<file path="src/rtl/adder_seq_ctrl.sv">
// Nibble-serial wide adder: one 4-bit adder, carry kept in a flop.
// Ports: clk, rst_n, start, a_in, b_in, c_in -> busy, done, sum_out, c_out.

module adder_4bit (
  input  logic [3:0] a,
  input  logic [3:0] b,
  input  logic       ci,
  output logic [3:0] s,
  output logic       co
);
  assign {co, s} = {1'b0, a} + {1'b0, b} + {4'b0, ci};
endmodule

module adder_seq_ctrl #(
  parameter  int NIBBLES = 4,
  localparam int W       = 4 * NIBBLES,
  localparam int IW      = (NIBBLES > 1) ? $clog2(NIBBLES) : 1
) (
  input  logic         clk,
  input  logic         rst_n,
  input  logic         start,
  input  logic [W-1:0] a_in,
  input  logic [W-1:0] b_in,
  input  logic         c_in,
  output logic         busy,
  output logic         done,
  output logic [W-1:0] sum_out,
  output logic         c_out
);

  typedef enum logic [1:0] {
    IDLE,
    RUN,
    DONE
  } state_e;

  state_e         state_q, state_d;
  logic [W-1:0]   a_q, a_d;
  logic [W-1:0]   b_q, b_d;
  logic [W-1:0]   res_q, res_d;
  logic [W-1:0]   sum_q, sum_d;
  logic           carry_q, carry_d;
  logic           cout_q, cout_d;
  logic           busy_q, busy_d;
  logic           done_q, done_d;
  logic [IW-1:0]  idx_q, idx_d;

  logic [3:0]     nib_s;
  logic           nib_c;
  logic [W-1:0]   res_nx;
  logic           last;

  adder_4bit u_add (
    .a  (a_q[3:0]),
    .b  (b_q[3:0]),
    .ci (carry_q),
    .s  (nib_s),
    .co (nib_c)
  );

  // New nibble enters at the top; after NIBBLES shifts
  // nibble 0 has reached the bottom.
  assign res_nx = W'({nib_s, res_q} >> 4);
  assign last   = (idx_q == IW'(NIBBLES - 1));

  always_comb begin
    state_d = state_q;
    a_d     = a_q;
    b_d     = b_q;
    res_d   = res_q;
    sum_d   = sum_q;
    carry_d = carry_q;
    cout_d  = cout_q;
    idx_d   = idx_q;
    busy_d  = 1'b0;
    done_d  = 1'b0;
    unique case (state_q)
      IDLE, DONE: begin
        state_d = IDLE;
        if (start) begin
          state_d = RUN;
          a_d     = a_in;
          b_d     = b_in;
          carry_d = c_in;
          idx_d   = '0;
          busy_d  = 1'b1;
        end
      end
      RUN: begin
        a_d     = a_q >> 4;
        b_d     = b_q >> 4;
        res_d   = res_nx;
        carry_d = nib_c;
        idx_d   = idx_q + 1'b1;
        busy_d  = 1'b1;
        if (last) begin
          state_d = DONE;
          idx_d   = '0;
          busy_d  = 1'b0;
          done_d  = 1'b1;
          sum_d   = res_nx;
          cout_d  = nib_c;
        end
      end
      default: state_d = IDLE;
    endcase
  end

  always_ff @(posedge clk or negedge rst_n) begin
    if (!rst_n) begin
      state_q <= IDLE;
      a_q     <= '0;
      b_q     <= '0;
      res_q   <= '0;
      sum_q   <= '0;
      carry_q <= 1'b0;
      cout_q  <= 1'b0;
      idx_q   <= '0;
      busy_q  <= 1'b0;
      done_q  <= 1'b0;
    end else begin
      state_q <= state_d;
      a_q     <= a_d;
      b_q     <= b_d;
      res_q   <= res_d;
      sum_q   <= sum_d;
      carry_q <= carry_d;
      cout_q  <= cout_d;
      idx_q   <= idx_d;
      busy_q  <= busy_d;
      done_q  <= done_d;
    end
  end

  assign busy    = busy_q;
  assign done    = done_q;
  assign sum_out = sum_q;
  assign c_out   = cout_q;

endmodule

</file>
<file path="config.mk">
export PLATFORM = sky130hd
export DESIGN_NAME = adder_seq_ctrl
export DESIGN_NICKNAME = d
export VERILOG_FILES = /design/src/rtl/adder_seq_ctrl.sv
export SDC_FILE = /design/constraint.sdc
export NUM_CORES = 1
export LEC_CHECK = 0
export BUFFER_PORTS_ARGS = -buffer_cell sky130_fd_sc_hd__buf_2
export CAP_MARGIN = 20
export CORE_ASPECT_RATIO = 1.4
export CORE_MARGIN = 4
export CORE_UTILIZATION = 25
export DETAILED_ROUTE_END_ITERATION = 6
export HOLD_SLACK_MARGIN = 0.03
export PLACE_DENSITY_LB_ADDON = 0.05
export SLEW_MARGIN = 20
export SYNTH_ARGS = -nofsm -noshare
export SYNTH_HDL_FRONTEND = slang
export SYNTH_SLANG_ARGS = --single-unit
</file>
<file path="constraint.sdc">
create_clock -name clk -period 2.11 [get_ports clk]
set_input_delay 0 -clock clk [delete_from_list [all_inputs] [get_ports clk]]
set_output_delay 0 -clock clk [all_outputs]
set_load 0.1 [all_outputs]
</file>
== Word-level counts from Yosys, hierarchy flattened ==
Index checks and enable logic that the tools add are counted.

* Bitwise operators: 0
* Mux-type cells: 17
* Div/mod/pow operators: 0
* $lt $le $gt $ge: 0
* Reductions and logical operators: 5
* $add $sub $neg: 3
* Shifts and indexed selects: 0
* $mul: 0
* Eq/ne operators: 5

{| class="wikitable"
|+ Operators by type and width
! kind !! count
|-
| $pmux 16 s2 || 2
|-
| $mux 16 || 2
|-
| $pmux 2 s2 || 2
|-
| $mux 1 || 6
|-
| $mux 2 || 3
|-
| $add 4x4->5 || 1
|-
| $add 5x1->5 || 1
|-
| $eq 2x2->1 const B || 2
|-
| $ne 2x2->1 const B || 2
|-
| $pmux 1 s2 || 2
|-
| $reduce_and 2->1 || 2
|-
| $add 2x1->2 const B || 1
|-
| $eq 2x1->1 const B || 1
|-
| $logic_not 2->1 || 1
|-
| $reduce_bool 2->1 || 1
|-
| $reduce_or 2->1 || 1
|}

* Logic and storage cells: 40
* ROM bits: 0
* Latch bits: 0
* Memories kept: 0
* Bits in writable memories: 0
* Register bits after elaboration: 72

== Logic depth before layout (Yosys ltp) ==
* Depth in word-level cells: 4
* Depth in mapped cells: 7
* Mapped depth without buffers: 7

== Hierarchy ==
Synthesis repeated with hierarchy kept, for this count alone.

* Cell total of the unflattened synthesis: 237
* Area, all modules: 3,331.9 sq um

{| class="wikitable"
|+ Modules (own cells, without submodules)
! module !! cells an instance !! sequential area each (sq um) !! times used !! area an instance (sq um)
|-
| adder_seq_ctrl || 221 || 1,701.6 || 1 || 3,188.1
|-
| adder_4bit || 16 || 0.0 || 1 || 143.9
|}

== Worst setup path after synthesis ==
OpenSTA, ideal clock, no wires.

* Path kind: register -> register
* Start point: register a_q[0]
* End point: register carry_q
* Buffers on the path: 0
* Clock period less this slack: 1.579 ns
* Setup time: 0.131 ns
* Arrival: 1.448 ns
* Cell stages (with the launch flop): 8
* Slack: 0.531 ns
* Cell sequence: dfrtp_1 > inv_1 > fa_1 > inv_1 > fa_1 > a21o_1 > a21oi_1 > o211ai_1

* Cells in the longest elaborated chain, start to end: 3

{| class="wikitable"
|+ RTL lines
! item !! RTL line !! text
|-
| start, declared || 38 || <nowiki>logic [W-1:0] a_q, a_d;</nowiki>
|-
| start signal, assigned || 112 || <nowiki>a_q <= '0;</nowiki>
|-
| start signal, assigned || 123 || <nowiki>a_q <= a_d;</nowiki>
|-
| $add 4x4->5 || 11 || <nowiki>assign {co, s} = {1'b0, a} + {1'b0, b} + {4'b0, ci};</nowiki>
|-
| $add 5x1->5 || 11 ||
|-
| $pmux 1 s2 || 77 || <nowiki>unique case (state_q)</nowiki>
|-
| end signal, assigned || 127 || <nowiki>carry_q <= carry_d;</nowiki>
|-
| end, declared || 42 || <nowiki>logic carry_q, carry_d;</nowiki>
|}

Every way passes these cells.
A chain may end at the register's enable or synchronous reset.

== Worst setup path in the final report ==
Ends and elaborated chain as after synthesis.

==> results.txt <==
- Result of the run: finished clean
- After detailed routing, the number of vias per cell comes to around 4.5.
- Slew at the pin closest to its max-slew limit: ~0.5 ns
* Boundary Pins: 55
- The analysis attributes to cell leakage a power of between 1.5 and 2 nW.
- Across all setup checks in the final design, the least slack found is approximately 0.38 ns.
* Shortest clock period the worst path allows after layout: ~1.7 ns
- Die span in x: around 98 µm
- Arrival time at the worst endpoint: 1.92 ns
- Global routing finished with a remaining overflow of 0.
- Of all nets on the critical path, the largest fanout is 2.
- Required time reported for the critical path endpoint: 2.30 ns
- Maximum clock skew at final layout: ~0.0056 ns
- Chip Height: ~130 µm
- Buffers inserted during clock tree synthesis total 9.
* Clock Path Buffers: 2
- Total vias in the final route: 2318
- Of the cells placed in the final design, the portion with a size suffix greater than 1 is between 20% and 30%.
- Fin crit share: between 80% and 90%
* Starting density of the core: approximately a quarter
- Cells fill a little over a third of the core in the end.
- Entering global routing, the biggest net connects 69 pins.
- Floorplan core area: ~11000 µm²
- The number of nets handed over by synthesis was 323.
- The first global-routing pass estimated between 10000 and 15000 µm of wire.
* Area Overhead vs Synth: 39.1%
- Setup CP Type: reg2reg
- In this run, post-CTS repair resized a total of 0 instances.
- Across the VDD grid, the largest voltage drop is 0.000573 V.
* Yosys warnings: 0
* Max stage delay on crit path: about 0.4 ns
* Number of distinct library cell variants in the gate-level netlist after synthesis: 28
- After legalization and detailed placement, the total HPWL measured between 4000 and 5000 µm.
- For this run, the detailed router's first-pass iteration total came to 4.
- Leading post-synthesis cells by instance count: sky130_fd_sc_hd__nand2_1 (74), sky130_fd_sc_hd__dfrtp_1 (68), sky130_fd_sc_hd__o22ai_1 (24)
- GR met2 Demand/Resource: 22.3%
- Antenna Nets Post-Route: 0
- Floorplan row count: 45
- The die covers 13100 µm².
* Antenna cell count: 0
- Final sum of negative setup slack: 0 ns
- Among all flip-flop cells after synthesis, the most frequent one is sky130_fd_sc_hd__dfrtp_1.
* Setup repair after global routing missed its margin: no
- The min-delay analysis places its worst path in the category in2reg.
- The count of pins over their slew limit came to 0.
* Most used routing layer in global routing: met2
* Number of flops mapped to enable cells by yosys: 0
* Routing usage on met3: between 2 and 2.5%
* Number of inserted filler cells in the final layout: ~1.2k
- Post-synthesis sequential area ratio: slightly above 60%
- Vias in the first global route: about 2.4k
- On the critical path, the stage with the largest delay is an instance of sky130_fd_sc_hd__fa_1.
* Cell at the root of the clock tree: sky130_fd_sc_hd__clkbuf_16
* Final-stage net count: about 410
- Remaining DRCs: 0
* Met1 Track Usage GR: a little over an eighth
* Drt first-iter violations: between 60 and 70
* Crit start category: register
* Sinks on the clock net: 68
- The signal on the critical path passes through inv_1, fa_1, inv_1, fa_1, a21o_1, a21oi_1, o211ai_1.
* Max frequency: slightly below 600 MHz
* TritonCTS clock tree: yes
* Final setup violation count: 0
- Yosys attributes the largest share of cell area to sky130_fd_sc_hd__dfrtp_1 (60%), sky130_fd_sc_hd__nand2_1 (9.8%), sky130_fd_sc_hd__o22ai_1 (5.3%).
- In this run the tightest slew margin relative to its limit is between 60% and 70%.
* Most instantiated library cell after synthesis: sky130_fd_sc_hd__nand2_1
* Number of synthesized register bits: 68
- Synthesis handed over a netlist of approximately 280 instances.
- The worst setup path is captured at a register.
- Biggest area consumer among synthesized cells: sky130_fd_sc_hd__dfrtp_1
* Worst slack at placement: 0.356 ns
- Number of port buffers: 54
- The final number of hold-violating endpoints was 0.
- For this design the ratio of total power to cell area is ~1900 nW/µm².
- Share of async-settable or async-resettable flops after synthesis: between 90% and 100%
- Number of max-capacitance violations reported: 0
- Antenna violations before repair: 0
- Clock-pin slew was measured on the worst setup and hold paths at about 0.060 ns.
* Mapped cell area: 2820 µm²
- RD Place Congestion: between 0.6 and 0.7
- For this run, the total global-route usage over all layers was measured as ~12%.
- In this run the biggest area consumer among cell types represents 60.3% of the synthesized area.
- In the final routed layout, each cell accounts on average for about 15 µm.
- Total number of H-tree levels: 3
* Later-pin clock latency in the skew report: around 0.33 ns
* Wire length reported by the detailed router: 7480 µm
* Mean instance size in the synthesized netlist: 10.0 µm²
-- layout by cell type, fill, tap and decap left out, types with 2 or more instances in the layout --
master / instances
sky130_fd_sc_hd__o21ai_0: 6
sky130_fd_sc_hd__bufinv_16: 3
sky130_fd_sc_hd__nand3b_1: 2
sky130_fd_sc_hd__nand3_1: 3
sky130_fd_sc_hd__inv_1: 5
sky130_fd_sc_hd__nand2b_1: 2
sky130_fd_sc_hd__nor3_1: 23
sky130_fd_sc_hd__a21o_1: 2
sky130_fd_sc_hd__nand4_1: 2
sky130_fd_sc_hd__buf_4: 8
sky130_fd_sc_hd__dfrtp_1: 68
sky130_fd_sc_hd__clkbuf_16: 9
sky130_fd_sc_hd__ha_1: 4
sky130_fd_sc_hd__a21oi_1: 4
sky130_fd_sc_hd__o22ai_1: 24
sky130_fd_sc_hd__nand2_1: 74
sky130_fd_sc_hd__clkbuf_8: 2
sky130_fd_sc_hd__dlygate4sd3_1: 34
sky130_fd_sc_hd__buf_2: 54
sky130_fd_sc_hd__a211o_1: 2
sky130_fd_sc_hd__fa_1: 2
sky130_fd_sc_hd__a22o_1: 9
sky130_fd_sc_hd__nor2_1: 22
-- cell families after synthesis --
group	count (synthesis)	synth area share (%)
AOI/OAI and AO/OA	49	11.5
xor gates and xnor gates	1	0.310
adders and majority gates	6	3.19
buffers and inverters	26	5.01
DFF	68	60.3
and+or+nand+nor	131	19.7
-- routing by layer --
layer  part of all wire (%)  routed length (µm)  vias to the layer above
met2                     52                3910                       44
met4                    2.3                 171                        0
li1                       -                   -                     1138
met3                    3.3                 244                       11
met5                      0                   0                        -
met1                     42                3150                     1125
-- report_power, final --
| group | switching [mW] | internal, mW |
|---|---|---|
| combinational | 2.48 | 0.979 |
| clock | 0.549 | 1.22 |
| sequential | 0.357 | 1.93 |
| total | 3.39 | 4.13 |
-- stage by stage --
step | hold WS, ns | cell area (µm²) | total power [mW] | std cells
2_1_floorplan | -0.296 | 2820 | 5.05 | 281
3_3_place_gp | 0.0673 | 3230 | 5.81 | 465
3_5_place_dp | 0.0660 | 3230 | 5.82 | 465
4_1_cts | 0.182 | 3920 | 7.68 | 515
5_1_grt | 0.221 | 3920 | 8.09 | 515
6_report | 0.198 | 3920 | 7.52 | 515
-- final timing paths --
path,startpoint,end,slack [ns],cells past startpoint
worst max-delay path,a_q[0],carry_q,0.38,7
worst min-delay path,start,busy,0.20,4
worst max register to register,a_q[0],carry_q,0.38,7
worst min register to register,sum_out[5],sum_out[5],0.46,2
max in group asynchronous,rst_n,res_q[4],1.57,3
min in group asynchronous,rst_n,done,0.21,3
-- sequential cells by signal (all words and copies together) (netlist names) --
| register | flops |
|---|---|
| carry_q | 1 |
| b_q | 16 |
| res_q | 12 |
| c_out | 1 |
| sum_out | 16 |
| done | 1 |
| busy | 1 |
| a_q | 16 |
| idx_q | 2 |
| state_q | 2 |
-- critical path, delay by kind of cell (launching register included) --
| family | cells | cell delay (ns) |
|---|---|---|
| AOI/OAI and AO/OA | 3 | 0.47 |
| DFF | 1 | 0.37 |
| buffers and inverters | 2 | 0.16 |
| adders and majority gates | 2 | 0.60 |
-- what timing repair did --
item                                    4_1_cts  5_1_grt
hold buffers                                 34        0
endpoints found under the setup margin        0        0
setup buffers                                 0        0
hold endpoints to repair                    101        0
-- area by class of cell --
class | count | area, µm² | share of cell area (%)
multi-input cells | 187 | 981 | 25.0
inverters | 6 | 22.5 | 0.574
clock inverters | 4 | 95.1 | 2.42
well taps | 141 | 176 | 4.50
clock buffers | 12 | 256 | 6.54
repair buffers | 97 | 691 | 17.6
flip-flops and latches | 68 | 1700 | 43.4
Note: power is estimated with default switching activity, not from simulation.
